**config.mk**
```make
export PLATFORM = sky130hd
export DESIGN_NAME = mbist_controller
export DESIGN_NICKNAME = d
export VERILOG_FILES = /design/src/rtl/mbist_controller.sv
export SDC_FILE = /design/constraint.sdc
export NUM_CORES = 1
export LEC_CHECK = 0
export ABC_AREA = 1
export CAP_MARGIN = 20
export CORE_ASPECT_RATIO = 1.1
export CORE_UTILIZATION = 50
export DETAILED_ROUTE_END_ITERATION = 16
export DONT_BUFFER_PORTS = 1
export GPL_TIMING_DRIVEN = 0
export PLACE_DENSITY = 0.67
export SETUP_SLACK_MARGIN = 0.05
export SLEW_MARGIN = 10
export SYNTH_ARGS = -nofsm -noshare
export SYNTH_HDL_FRONTEND = slang
export SYNTH_SLANG_ARGS = --single-unit
```
**constraint.sdc**
```tcl
create_clock -name clk -period 3.1 [get_ports clk]
set_input_delay 0.62 -clock clk [delete_from_list [all_inputs] [get_ports clk]]
set_output_delay 0.62 -clock clk [all_outputs]
set_load 0.01 [all_outputs]
```
**src/rtl/mbist_controller.sv**
```systemverilog
// March-style memory BIST controller: for each of six background patterns,
// write the whole memory, read it back, and record the first miscompare.
module mbist_controller #(
    parameter int ADDR_W = 4,
    parameter int DATA_W = 8  // must equal the decoder data_t width
) (
    input  logic              clk,
    input  logic              rst,
    input  logic              start,
    output logic [2:0]        q,
    input  logic [DATA_W-1:0] data_t,
    output logic [ADDR_W-1:0] addr,
    output logic              wr_en,
    output logic              rd_en,
    output logic [DATA_W-1:0] wdata,
    input  logic [DATA_W-1:0] rdata,
    output logic              busy,
    output logic              done,
    output logic              fail,
    output logic [ADDR_W-1:0] fail_addr,
    output logic [2:0]        fail_q
);

    localparam int              DEPTH     = 2 ** ADDR_W;
    localparam logic [ADDR_W-1:0] LAST_ADDR = ADDR_W'(DEPTH - 1);
    localparam logic [2:0]      LAST_Q    = 3'd5;

    typedef enum logic [2:0] {
        IDLE,
        WRITE,
        READ,
        CHECK,
        DONE
    } state_t;

    state_t              r_state;
    state_t              w_stateNext;
    logic [2:0]          r_q;
    logic [2:0]          w_qNext;
    logic [ADDR_W-1:0]   r_addr;
    logic [ADDR_W-1:0]   w_addrNext;
    logic                w_clearFail;
    logic                r_cmpValid;
    logic [ADDR_W-1:0]   r_cmpAddr;
    logic                r_fail;
    logic [ADDR_W-1:0]   r_failAddr;
    logic [2:0]          r_failQ;
    logic                w_mismatch;

    // Sequencer registers: state, pattern index and address; reset wins over start.
    always_ff @(posedge clk) begin
        if (rst) begin
            r_state <= IDLE;
            r_q     <= 3'd0;
            r_addr  <= '0;
        end else begin
            r_state <= w_stateNext;
            r_q     <= w_qNext;
            r_addr  <= w_addrNext;
        end
    end

    // Next-state and strobe decode; addr wraps naturally so CHECK always sees addr=0.
    always_comb begin
        w_stateNext = r_state;
        w_qNext     = r_q;
        w_addrNext  = r_addr;
        w_clearFail = 1'b0;
        wr_en       = 1'b0;
        rd_en       = 1'b0;
        busy        = 1'b0;
        done        = 1'b0;
        case (r_state)
            IDLE, DONE: begin
                done = (r_state == DONE);
                if (start) begin
                    w_stateNext = WRITE;
                    w_qNext     = 3'd0;
                    w_addrNext  = '0;
                    w_clearFail = 1'b1;
                end
            end
            WRITE: begin
                wr_en      = 1'b1;
                busy       = 1'b1;
                w_addrNext = r_addr + 1'b1;
                if (r_addr == LAST_ADDR) begin
                    w_stateNext = READ;
                end
            end
            READ: begin
                rd_en      = 1'b1;
                busy       = 1'b1;
                w_addrNext = r_addr + 1'b1;
                if (r_addr == LAST_ADDR) begin
                    w_stateNext = CHECK;
                end
            end
            CHECK: begin
                busy = 1'b1;
                if (r_q == LAST_Q) begin
                    w_stateNext = DONE;
                end else begin
                    w_stateNext = WRITE;
                    w_qNext     = r_q + 3'd1;
                    w_addrNext  = '0;
                end
            end
            default: begin
                w_stateNext = IDLE;
            end
        endcase
    end

    // Read data lags rd_en by one cycle, so the compare uses a delayed valid/address;
    // q has not yet moved on, even when the last read lands in CHECK.
    assign w_mismatch = r_cmpValid && (rdata != data_t);

    // Compare pipeline and sticky first-failure capture; a new run clears the record.
    always_ff @(posedge clk) begin
        if (rst) begin
            r_cmpValid <= 1'b0;
            r_cmpAddr  <= '0;
            r_fail     <= 1'b0;
            r_failAddr <= '0;
            r_failQ    <= 3'd0;
        end else begin
            r_cmpValid <= rd_en;
            r_cmpAddr  <= r_addr;
            if (w_clearFail) begin
                r_fail     <= 1'b0;
                r_failAddr <= '0;
                r_failQ    <= 3'd0;
            end else if (w_mismatch && !r_fail) begin
                r_fail     <= 1'b1;
                r_failAddr <= r_cmpAddr;
                r_failQ    <= r_q;
            end
        end
    end

    assign q         = r_q;
    assign addr      = r_addr;
    assign wdata     = data_t;
    assign fail      = r_fail;
    assign fail_addr = r_failAddr;
    assign fail_q    = r_failQ;

endmodule

```
==> run metrics <==
max-slew violation count=0; DRT iter0 DRCs=11; CTS root buf=clkbuf_4; Sw Ratio=42.31%; buffer depth of the longest clock path=2; Yosys top cell area share=around 36%; clock latency at the later pin of the worst-skew pair=a little over 0.3 ns; Sw Pwr=about 390 uW; share of cells above drive strength 1=roughly a fifth; Detailed Route WL=2.271 mm; routability cong.=around 0.76; reg2reg start=q[1]$_SDFFE_PP0P_; outcome=complete, no violations; final hold violation count=0; r2r setup slk=1.76 ns; die area=roughly 2800 um2; Post-Syn Area=~1300 um2; max_slew headroom=a little under three quarters; wire length per cell=10.66 um; Syn Inst Count=roughly 180; CTS tree=yes; Tightest Pin Transition=approximately 0.43 ns; total grt overflow=0; IR drop worst, VDD=around 0.40 mV; hold path start=rst; vias in the first global route=942; GRT Resource Usage Total=19.14%; post-CTS setup buffer count=0; htree depth=1; Sink Count=23; Mapped Nets=201; slowest CP cell=dfxtp_1; R2R cell count=6; unrepaired setup endpoints after global routing=false; Setup Viol. Count Final=0; initial antenna violation count=0; I/O pin cnt=46; met2 Track Usage GR=33.56%; Leak Pwr=0.5885 nW; Critical Path Source Type=flop; total CTS buffers=3; drt pass-1 iters=4; Via density=between 4 and 5; CP Capture Type=output port; Worst path max stage delay=roughly 0.39 ns; Hold EP=r_state[0]$_SDFFE_PP0P_; Yosys Warn Count=0; busiest grt layer=met2; cell row count=18; CP Data Arrival Time=1.15 ns; Die W=between 50 and 60 um; grt met3 use=4.645%; CP dominant cell by count=inv_1; Gate power share=about 42%; sequential power share=43.1%; GRT met1 Usage=between 20% and 30%; worst path cell trace=inv_1 -> nand2_4 -> inv_1 -> nor2_1; Min-Delay Path Class=in2reg; r2r endpoint=q[1]$_SDFFE_PP0P_; cell taking the most area after synthesis=dfxtp_1; total of max-cap violations=0; worst endpoint required time=around 2.5 ns; CTS resizes=0; WS Path Type=reg2out; IO buf count=0; Seq cells post-synth=23; FMAX=between 500 and 600 MHz; Clk pwr share=between 10% and 20%; fin crit share=roughly 57%; post-synthesis sequential area ratio=between 30% and 40%; Final Skew=between 0.005 and 0.006 ns; Cell variety after synth=27; diodes inserted=0; Avg Cell Area, Syn=7.151 um2; final setup TNS=0 ns; Core Region=about 2300 um2; maximum number of pins on one net before global-route repair=14; HPWL after DPL=about 1.8 mm; hold depth=1; min Tclk post-route=roughly 1.8 ns; Pwr Total=slightly above 900 uW; Starting Density=54.65%; drc violations=0; vias after detailed routing=1,029; Clock transition at path regs=between 0.1 and 0.15 ns; CTS Hold Bufs=0; internal power=approximately 520 uW; Nets=about 210; global-route wire length before repair=between 3 and 4 mm; pwr dens=between 600 and 700 nW/um2; Synth area leaders=dfxtp_1, nand2_1, inv_1; number of nets with antenna violations after routing=0; Area Overhead vs Synth=5.083%; crit-path max FO=6; Vert. Die Dim=around 55 um
cell usage in the layout (no fill, tap or decap), drive strengths merged:
master / Yosys / final
nand2: 44 / 44
inv: 29 / 29
nor2: 27 / 27
dfxtp: 23 / 23
a21oi: 16 / 16
nand3: 13 / 13
buf: 10 / 10
xnor2: 4 / 4
clkbuf: 1 / 4
ha: 3 / 3
o21ai: 2 / 2
or2: 2 / 2
o21bai: 1 / 1
a22oi: 1 / 1
a211oi: 1 / 1
o31ai: 1 / 1
nand4: 1 / 1
clkinv: 0 / 1
layout make-up:
type	instances	area, um2
Fill cell	243	997.2
Multi-Input combinational cell	116	630.6
Sequential cell	23	460.4
Inverter	29	108.9
Buffer	11	80.08
Tap cell	30	37.54
Clock buffer	3	22.52
Clock inverter	1	5.005
power groups by stage:
stage                     Sequential, mW  Combinational, mW  Clock [mW]
after floorplan                    0.390              0.329           0
after global placement             0.398              0.370           0
after detailed placement           0.400              0.384           0
after CTS                          0.393              0.383       0.148
after global routing               0.400              0.432       0.165
final                              0.392              0.378       0.140
worst max path at each step:
stage | endpoint | startpoint | slack [ns] | cells past startpoint
final | busy | r_state[0]$_SDFFE_PP0P_ | 1.33 | 4
after global placement | fail_q[1]$_SDFFE_PP0P_ | data_t[1] | 1.60 | 7
after floorplan | fail_addr[0]$_SDFFE_PP0P_ | data_t[6] | 1.68 | 7
after CTS | busy | r_state[0]$_SDFFE_PP0P_ | 1.31 | 4
after global routing | busy | r_state[0]$_SDFFE_PP0P_ | 1.24 | 4
after detailed placement | fail_addr[1]$_SDFFE_PP0P_ | data_t[1] | 1.56 | 7
per-stage QoR:
step / cells / instance area, um2 / setup WS [ns] / util [%] / hold WS [ns]
finish: 213 / 1345 / 1.330 / 57.43 / 0.3499
global route: 213 / 1345 / 1.237 / 57.43 / 0.3126
CTS: 213 / 1345 / 1.315 / 57.43 / 0.3361
detailed placement: 209 / 1318 / 1.561 / 56.25 / 0.4859
global placement: 209 / 1318 / 1.598 / 56.25 / 0.4728
floorplan: 179 / 1280 / 1.677 / - / 0.4608
per-layer routing:
layer / wire (um) / share of wire (%)
met2: 1084 / 48
met4: 29 / 1.3
met5: 0 / 0
met1: 1016 / 45
met3: 141 / 6.2
cells in the mapped netlist, drive strengths merged:
| library cell | instances |
|---|---|
| buf | 10 |
| dfxtp | 23 |
| nor2 | 27 |
| o21bai | 1 |
| xnor2 | 4 |
| a211oi | 1 |
| o31ai | 1 |
| a21oi | 16 |
| or2 | 2 |
| inv | 29 |
| ha | 3 |
| nand4 | 1 |
| nand2 | 44 |
| o21ai | 2 |
| a22oi | 1 |
| clkbuf | 1 |
| nand3 | 13 |
critical path: cells and delay by family, from the launching register on:
family,cells,cell delay [ns]
buf+inv,2,0.16
flops,1,0.39
simple gates,2,0.29
state kept, by name, summed over array words and instances (netlist names):
signal      flops
addr            4
fail            1
fail_addr       4
r_state         3
q               3
fail_q          3
r_cmpValid      1
r_cmpAddr       4
cells by family (layout without fill, tap and decap cells):
group,count (synthesis),in the layout,synth area share (%)
compound gates,22,22,10.95
flops,23,23,35.97
xor+xnor,4,4,2.737
buf+inv,40,44,14.76
simple gates,87,87,32.65
fa+ha+maj,3,3,2.933
No activity file was read; power rests on OpenSTA's default activity.
